`src/rtl/bitblade_mac_ctrl.sv`:
```
// Command sequencer and wide accumulator around a 4-lane 8-bit dot-product datapath.
// Optional build macro BITBLADE_MAC_SAT_EN: accumulator saturates instead of wrapping.
module bitblade_mac_ctrl #(
    parameter int ACC_W = 32,
    parameter int CNT_W = 16
) (
    input  logic        clk,
    input  logic        rst_n,
    input  logic        cmd_valid,
    output logic        cmd_ready,
    input  logic [2:0]  cmd_funct,
    input  logic [31:0] cmd_in0,
    input  logic [31:0] cmd_in1,
    output logic        rsp_valid,
    input  logic        rsp_ready,
    output logic [31:0] rsp_out,
    output logic [31:0] dp_a,
    output logic [31:0] dp_b,
    input  logic [17:0] dp_c,
    output logic        busy
);

    typedef enum logic [1:0] {
        IDLE = 2'd0,
        MUL  = 2'd1,
        ACC  = 2'd2,
        RSP  = 2'd3
    } state_t;

    localparam logic [2:0] F_CLEAR    = 3'd0;
    localparam logic [2:0] F_MAC      = 3'd1;
    localparam logic [2:0] F_READ_ACC = 3'd2;
    localparam logic [2:0] F_READ_CNT = 3'd3;

    localparam logic [CNT_W-1:0] CNT_MAX = '1;

    state_t             state_q, state_d;
    logic [ACC_W-1:0]   acc_q, acc_d;
    logic [CNT_W-1:0]   cnt_q, cnt_d;
    logic [17:0]        prod_q, prod_d;
    logic [31:0]        dp_a_q, dp_a_d;
    logic [31:0]        dp_b_q, dp_b_d;
    logic [31:0]        rsp_out_q, rsp_out_d;
    logic               rsp_valid_q, rsp_valid_d;

    logic [ACC_W:0]     sum;
    logic [ACC_W-1:0]   acc_next;
    logic [31:0]        acc_ext;
    logic [31:0]        acc_next_ext;
    logic [31:0]        cnt_ext;

    // One extra bit of sum exposes the carry used for saturation
    always_comb begin
        sum = {1'b0, acc_q} + {{(ACC_W + 1 - 18){1'b0}}, prod_q};
`ifdef BITBLADE_MAC_SAT_EN
        acc_next = sum[ACC_W] ? {ACC_W{1'b1}} : sum[ACC_W-1:0];
`else
        acc_next = sum[ACC_W-1:0];
`endif
        acc_ext               = '0;
        acc_ext[ACC_W-1:0]    = acc_q;
        acc_next_ext          = '0;
        acc_next_ext[ACC_W-1:0] = acc_next;
        cnt_ext               = '0;
        cnt_ext[CNT_W-1:0]    = cnt_q;
    end

    always_comb begin
        state_d     = state_q;
        acc_d       = acc_q;
        cnt_d       = cnt_q;
        prod_d      = prod_q;
        dp_a_d      = dp_a_q;
        dp_b_d      = dp_b_q;
        rsp_out_d   = rsp_out_q;
        rsp_valid_d = rsp_valid_q;

        case (state_q)
            IDLE: begin
                if (cmd_valid) begin
                    case (cmd_funct)
                        F_MAC: begin
                            dp_a_d  = cmd_in0;
                            dp_b_d  = cmd_in1;
                            state_d = MUL;
                        end
                        F_CLEAR: begin
                            acc_d       = '0;
                            cnt_d       = '0;
                            rsp_out_d   = '0;
                            rsp_valid_d = 1'b1;
                            state_d     = RSP;
                        end
                        F_READ_ACC: begin
                            rsp_out_d   = acc_ext;
                            rsp_valid_d = 1'b1;
                            state_d     = RSP;
                        end
                        F_READ_CNT: begin
                            rsp_out_d   = cnt_ext;
                            rsp_valid_d = 1'b1;
                            state_d     = RSP;
                        end
                        default: begin
                            rsp_out_d   = '0;
                            rsp_valid_d = 1'b1;
                            state_d     = RSP;
                        end
                    endcase
                end
            end
            MUL: begin
                prod_d  = dp_c;
                state_d = ACC;
            end
            ACC: begin
                acc_d       = acc_next;
                cnt_d       = (cnt_q == CNT_MAX) ? cnt_q : cnt_q + CNT_W'(1);
                rsp_out_d   = acc_next_ext;
                rsp_valid_d = 1'b1;
                state_d     = RSP;
            end
            RSP: begin
                if (rsp_ready) begin
                    rsp_valid_d = 1'b0;
                    state_d     = IDLE;
                end
            end
            default: state_d = IDLE;
        endcase
    end

    always_ff @(posedge clk or negedge rst_n) begin
        if (!rst_n) begin
            state_q     <= IDLE;
            acc_q       <= '0;
            cnt_q       <= '0;
            prod_q      <= '0;
            dp_a_q      <= '0;
            dp_b_q      <= '0;
            rsp_out_q   <= '0;
            rsp_valid_q <= 1'b0;
        end else begin
            state_q     <= state_d;
            acc_q       <= acc_d;
            cnt_q       <= cnt_d;
            prod_q      <= prod_d;
            dp_a_q      <= dp_a_d;
            dp_b_q      <= dp_b_d;
            rsp_out_q   <= rsp_out_d;
            rsp_valid_q <= rsp_valid_d;
        end
    end

    assign cmd_ready = (state_q == IDLE);
    assign busy      = (state_q != IDLE);
    assign rsp_valid = rsp_valid_q;
    assign rsp_out   = rsp_out_q;
    assign dp_a      = dp_a_q;
    assign dp_b      = dp_b_q;

endmodule

```
`config.mk`:
```
export PLATFORM = sky130hd
export DESIGN_NAME = bitblade_mac_ctrl
export DESIGN_NICKNAME = d
export VERILOG_FILES = /design/src/rtl/bitblade_mac_ctrl.sv
export SDC_FILE = /design/constraint.sdc
export NUM_CORES = 1
export LEC_CHECK = 0
export CAP_MARGIN = 20
export CORE_ASPECT_RATIO = 2
export CORE_UTILIZATION = 54
export DETAILED_ROUTE_END_ITERATION = 16
export PLACE_DENSITY = 0.88
export SYNTH_ARGS = -nofsm -noshare
export SYNTH_HDL_FRONTEND = slang
export SYNTH_SLANG_ARGS = --single-unit
```
`constraint.sdc`:
```
create_clock -name clk -period 4.6 [get_ports clk]
set_input_delay 0.92 -clock clk [delete_from_list [all_inputs] [get_ports clk]]
set_output_delay 0.92 -clock clk [all_outputs]
set_load 0.1 [all_outputs]
```
[Word-level counts from Yosys, hierarchy flattened]
Cells that the tools add are included.
Widths: inputs -> output; s select.
Word-level totals
  input port bits: 89
  register bits after elaboration: 165
  output and inout port bits: 99
  logic and storage cells: 51
Operators by class
  muxes and demuxes: 18
  $add $sub $neg: 2
  equality and inequality tests: 12
  reduce and logical (&&, ||, !) cells: 11
Operator list (number)
  $pmux 32 s2: 2
  $mux 32: 3
  $pmux 32 s3: 1
  $mux 16: 3
  $add 32x18->32: 1
  $pmux 16 s2: 1
  $add 16x1->16 const B: 1
  $eq 16x16->1 const B: 1
  $reduce_and 3->1: 3
  $ne 2x2->1 const B: 4
  $pmux 2 s4: 1
  $reduce_and 4->1: 2
  $eq 3x2->1 const B: 2
  $mux 2: 3
  $eq 2x2->1 const B: 2
  $reduce_bool 2->1: 2
  $eq 3x1->1 const B: 1
  $logic_not 3->1: 1
  $mux 1: 3
  $pmux 1 s3: 1
  $reduce_bool 3->1: 1
  $eq 2x1->1 const B: 1
  $logic_not 2->1: 1
  $ne 2x1->1 const B: 1
  $reduce_and 2->1: 1

[Logic depth before layout (Yosys ltp)]
  depth after elaboration: 4
  depth in mapped cells: 10
  depth with buffers taken out: 10

[Least setup slack after synthesis]
Ideal clock, no wire load.
  path kind: reg-to-reg
  start point: reg state_q[0]
  end point: reg acc_q[10], in the netlist acc_ext[10]
  data required time: 4475 ps
  arrival time: 3381 ps
  stages on the path, launching flop included: 8
  path buffers: 2
  period minus slack after synthesis: 3506 ps
  setup slack: 1094 ps
  library setup time: 125 ps
  path through: dfrtp_1 inv_1 ha_1 inv_1 a21oi_1 clkbuf_1 clkbuf_1 mux2_2
Between the ends
  word-level cells in the longest chain between the ends: 3
  elaborated cells on any way between the ends: 7
  those cells by class: 3 x eq/ne; 1 x mux; 3 x reduce/logical
Ends and longest elaborated chain
  start, declared: line 37  | state_t state_q, state_d;
  start signal, assigned: line 144  | state_q <= state_d;
  $logic_not 2->1 (*)
  named net cmd_ready: line 10  | output logic cmd_ready,
  $ne 2x1->1 (no source line) (tied with other cells)
  $reduce_and 3->1 (no source line)
  end signal, assigned: line 136  | acc_q <= '0;
  end signal, assigned: line 145  | acc_q <= acc_d;
  end, declared: line 38  | logic [ACC_W-1:0] acc_q, acc_d;
The timed path passes the listed nets; every way through them passes the cells marked *.
A chain may end at the register's enable or synchronous reset.

[Final worst setup path]
  start point: reg state_q[0]
  end point: out busy
Between the ends
  word-level cells in the longest chain between the ends: 1
Ends and longest elaborated chain
  $reduce_bool 2->1: line 156  | assign busy = (state_q != IDLE);
  end, declared: line 20  | output logic busy
No other way between the ends.

==> impl_metrics.prom <==
# TYPE chip_impl_metric gauge
chip_impl_metric{name="crit_required",unit="ns"} 3.68
chip_impl_metric{name="port_buffers",unit=""} 187
chip_impl_metric{name="clock-skew-final",unit="ns"} 0.01166
chip_impl_metric{name="holdWs",unit="ns"} 0.4977
chip_impl_info{name="status",value="finished clean"} 1
chip_impl_metric{name="report.final.setup_viol",unit=""} 0
chip_impl_metric{name="dpl-instance-area",unit="mm²"} 0.01013
chip_impl_metric{name="synth_enable_flop_cells",unit=""} 0
chip_impl_info{name="ys_dominant_reg_cell",value="dfrtp_1"} 1
chip_impl_info{name="crit_path_end_kind",value="output port"} 1
chip_impl_metric{name="final_min_period_over_clock_period",unit="%"} 76.78
chip_impl_metric{name="transition_time_of_the_tightest_slew_check_pin",unit="ns"} 1.088
chip_impl_metric{name="horizontal_extent_of_the_die",unit="µm"} 88.52
chip_impl_metric{name="hpwlAfterDp",unit="µm"} 16170
chip_impl_info{name="clock_tree.root_cell",value="clkbuf_16"} 1
chip_impl_metric{name="detailroute.via_count",unit=""} 6826
chip_impl_metric{name="clk_transition_reported_paths",unit="ns"} 0.06
chip_impl_metric{name="cts_made_buffers",unit=""} 17
chip_impl_metric{name="post-route-cell-area",unit="mm²"} 0.01074
chip_impl_metric{name="async_flop_share",unit="%"} 100.0
chip_impl_metric{name="pre_cts_slack",unit="ns"} 1.059
chip_impl_metric{name="avgSynthCellArea",unit="µm²"} 10.68
chip_impl_metric{name="fillers",unit=""} 936
chip_impl_metric{name="yosys.area.top_type_share",unit="%"} 51.08
chip_impl_metric{name="timing.final.ws_setup",unit="ns"} 1.068
chip_impl_info{name="synthDominantAreaCellType",value="dfrtp_1"} 1
chip_impl_metric{name="cts_max_level",unit=""} 4
chip_impl_metric{name="drt_first_pass_iters",unit=""} 5
chip_impl_info{name="cp_class",value="reg2out"} 1
chip_impl_metric{name="signed_area_change_from_the_synthesized_netlist_to_the_final_layout",unit="%"} 32.84
chip_impl_metric{name="post_cts_buffers",unit=""} 0
chip_impl_metric{name="worstSkewPairLatency",unit="ns"} 0.44
chip_impl_metric{name="io_pins",unit=""} 188
chip_impl_metric{name="number_of_antenna_violations_at_the_first_check_in_global_routing",unit=""} 1
chip_impl_metric{name="final-max-slew-violation-count",unit=""} 0
chip_impl_metric{name="achievable_clock_frequency",unit="MHz"} 283.1
chip_impl_metric{name="grt-ovfl-total",unit=""} 0
chip_impl_info{name="synth_top_cells_by_area",value="dfrtp_1 51%, mux2_2 12%, ha_1 3.7%"} 1
chip_impl_metric{name="postSynthCellCount",unit=""} 757
chip_impl_metric{name="routedWlPerCell",unit="µm"} 20.82
chip_impl_metric{name="wire_length_of_the_first_global_routing_pass",unit="µm"} 36920
chip_impl_metric{name="syn_nets",unit=""} 871
chip_impl_info{name="cp-start-kind",value="flop"} 1
chip_impl_metric{name="clock_tree.buffer_depth",unit=""} 2
chip_impl_metric{name="post_synth_instance_area",unit="mm²"} 0.008084
chip_impl_metric{name="final_period_minus_worst_setup_slack",unit="ns"} 3.532
chip_impl_metric{name="cts-hold-fix-buffers",unit=""} 0
chip_impl_info{name="hp-class",value="reg2reg"} 1
chip_impl_metric{name="synth_cell_type_count",unit=""} 55
chip_impl_metric{name="chipHeight",unit="µm"} 175.0
chip_impl_metric{name="floorplan.initialDensity",unit="%"} 55.73
chip_impl_metric{name="nNetsFinal",unit=""} 1043
chip_impl_metric{name="synth.ff_latch_count",unit=""} 165
chip_impl_metric{name="ys_warn_count",unit=""} 0
chip_impl_info{name="setup_repair_after_global_routing_missed_its_margin",value="false"} 1
chip_impl_metric{name="floorplan.die_area",unit="mm²"} 0.01549
chip_impl_metric{name="number_of_global_route_vias_before_repair",unit=""} 7006
chip_impl_metric{name="drt_drc_violations_left",unit=""} 0
chip_impl_metric{name="detailedRoute.firstIterationViolations",unit=""} 394
chip_impl_metric{name="setup_tns_after_final_layout",unit="ns"} 0
chip_impl_metric{name="total_length_of_routed_wires",unit="µm"} 23630
chip_impl_metric{name="route.antenna.remaining_nets",unit=""} 0
chip_impl_metric{name="critical_path_peak_fanout",unit=""} 7
chip_impl_info{name="cts_tree",value="yes"} 1
chip_impl_metric{name="vias_per_cell",unit=""} 6.014
chip_impl_metric{name="tritoncts_num_sinks",unit=""} 165
chip_impl_metric{name="max_cap_violations",unit=""} 0
chip_impl_metric{name="grt_start_max_net_pins",unit=""} 112
chip_impl_metric{name="final_hold_viol_count",unit=""} 0
chip_impl_metric{name="seq_area_frac_synth",unit="%"} 51.08
chip_impl_metric{name="ctsResizeCount",unit=""} 0
chip_impl_metric{name="critical_path_arrival",unit="ns"} 2.61
chip_impl_metric{name="place.gp.congestion",unit=""} 0.9310
chip_impl_metric{name="slew-limit-headroom",unit="%"} 27.22
chip_impl_metric{name="core_area",unit="mm²"} 0.01451
chip_impl_metric{name="layout-drive-gt1-share",unit="%"} 14.76
chip_impl_metric{name="track_usage",unit="%"} 32.26
chip_impl_metric{name="placementRows",unit=""} 62
## final timing paths
path	endpoint	slack (ns)	start	cells after the start
max	busy	1.07	state_q[0]	4
min	rsp_out[27]	0.50	rsp_out[27]	2
max reg2reg	dp_b[13]	1.51	state_q[1]	7
min reg2reg	rsp_out[27]	0.50	rsp_out[27]	2
max in group asynchronous	dp_b[10]	3.08	rst_n	2
min in group asynchronous	dp_a[25]	0.59	rst_n	1
## cell type report
class / count / area [µm²] / area share (%)
sequential: 165 / 4129 / 38.45
clock inverter: 10 / 121.4 / 1.130
tap: 192 / 240.2 / 2.237
clock buffer: 22 / 474.2 / 4.416
inverter: 8 / 30.03 / 0.2796
multi-input combinational: 542 / 3796 / 35.35
timing repair buffer: 195 / 1946 / 18.12
antenna: 1 / 2.502 / 0.02330
## cell usage in the layout (no fill, tap or decap), types with 3 or more instances in the layout
master	count
o31ai_1	6
a31oi_1	10
mux2_2	83
dfrtp_1	165
or3_1	3
inv_1	8
o21ai_0	49
nand2_1	78
clkbuf_16	17
nor3_1	11
a221o_1	4
o21bai_1	4
nor2b_1	5
and3_1	9
nor2_1	66
ha_1	24
a221oi_1	9
a31o_2	5
mux2i_1	13
xor2_1	17
clkdlybuf4s50_1	186
a21oi_1	36
o211ai_1	6
buf_4	7
clkinvlp_4	4
a211o_1	3
xnor2_1	12
a22oi_1	16
o21ai_1	6
clkbuf_8	3
nand4_1	10
a21o_1	8
nand3_1	15
## critical path: stages (launching register included)
cell	delay [ns]
dfrtp_1	0.43
inv_1	0.09
ha_1	0.31
inv_1	0.18
clkdlybuf4s50_1	1.17
## routing by layer
| metal | up-vias | wire [µm] | GRT usage [%] |
|---|---|---|---|
| met1 | 3288 | 7863 | 33.02 |
| met5 | - | 0 | 0 |
| met2 | 377 | 12170 | 54.23 |
| met3 | 96 | 2061 | 9.731 |
| met4 | 0 | 1529 | 22.85 |
| li1 | 3065 | - | - |
## sequential cells by signal, summed over array words and instances, names as in the netlist
name and flops:
rsp_out 32, prod_q 18, dp_b 32, rsp_valid 1
dp_a 32, state_q 2, cnt_q 16, acc_ext 32
## stage by stage
stage	instances	util [%]
2_1_floorplan	757	-
3_3_place_gp	1101	69.86
3_5_place_dp	1101	69.86
4_1_cts	1133	73.96
5_1_grt	1135	74.03
6_report	1135	74.03
## logic make-up after synthesis
group           count (synthesis)  share of synthesized area, %
compound gates                179                         14.44
xor+xnor                       29                         3.142
fa+ha+maj                      25                         3.962
buf+inv                        50                         2.337
flops                         165                         51.08
mux                            97                         13.31
simple gates                  212                         11.73
## cell usage after synthesis, drive strengths merged, types with 3 or more instances
library cell and number:
dfrtp 165, mux2 84, nand2 79, nor2 66
o21ai 55, a21oi 38, clkbuf 36, ha 24
xor2 17, a22oi 16, nand3 16, mux2i 13
xnor2 12, a31oi 11, nor3 11, nand4 10
a221oi 9, and3 9, a21o 8, inv 8
o211ai 7, buf 6, o31ai 6, a31o 5
nor2b 5, o21bai 5, a221o 4, a211o 3
and2 3, or3 3
Power is left out: the tool's default activity adds up to more than one toggle a clock period on the data nets, which glitch-free logic cannot reach.
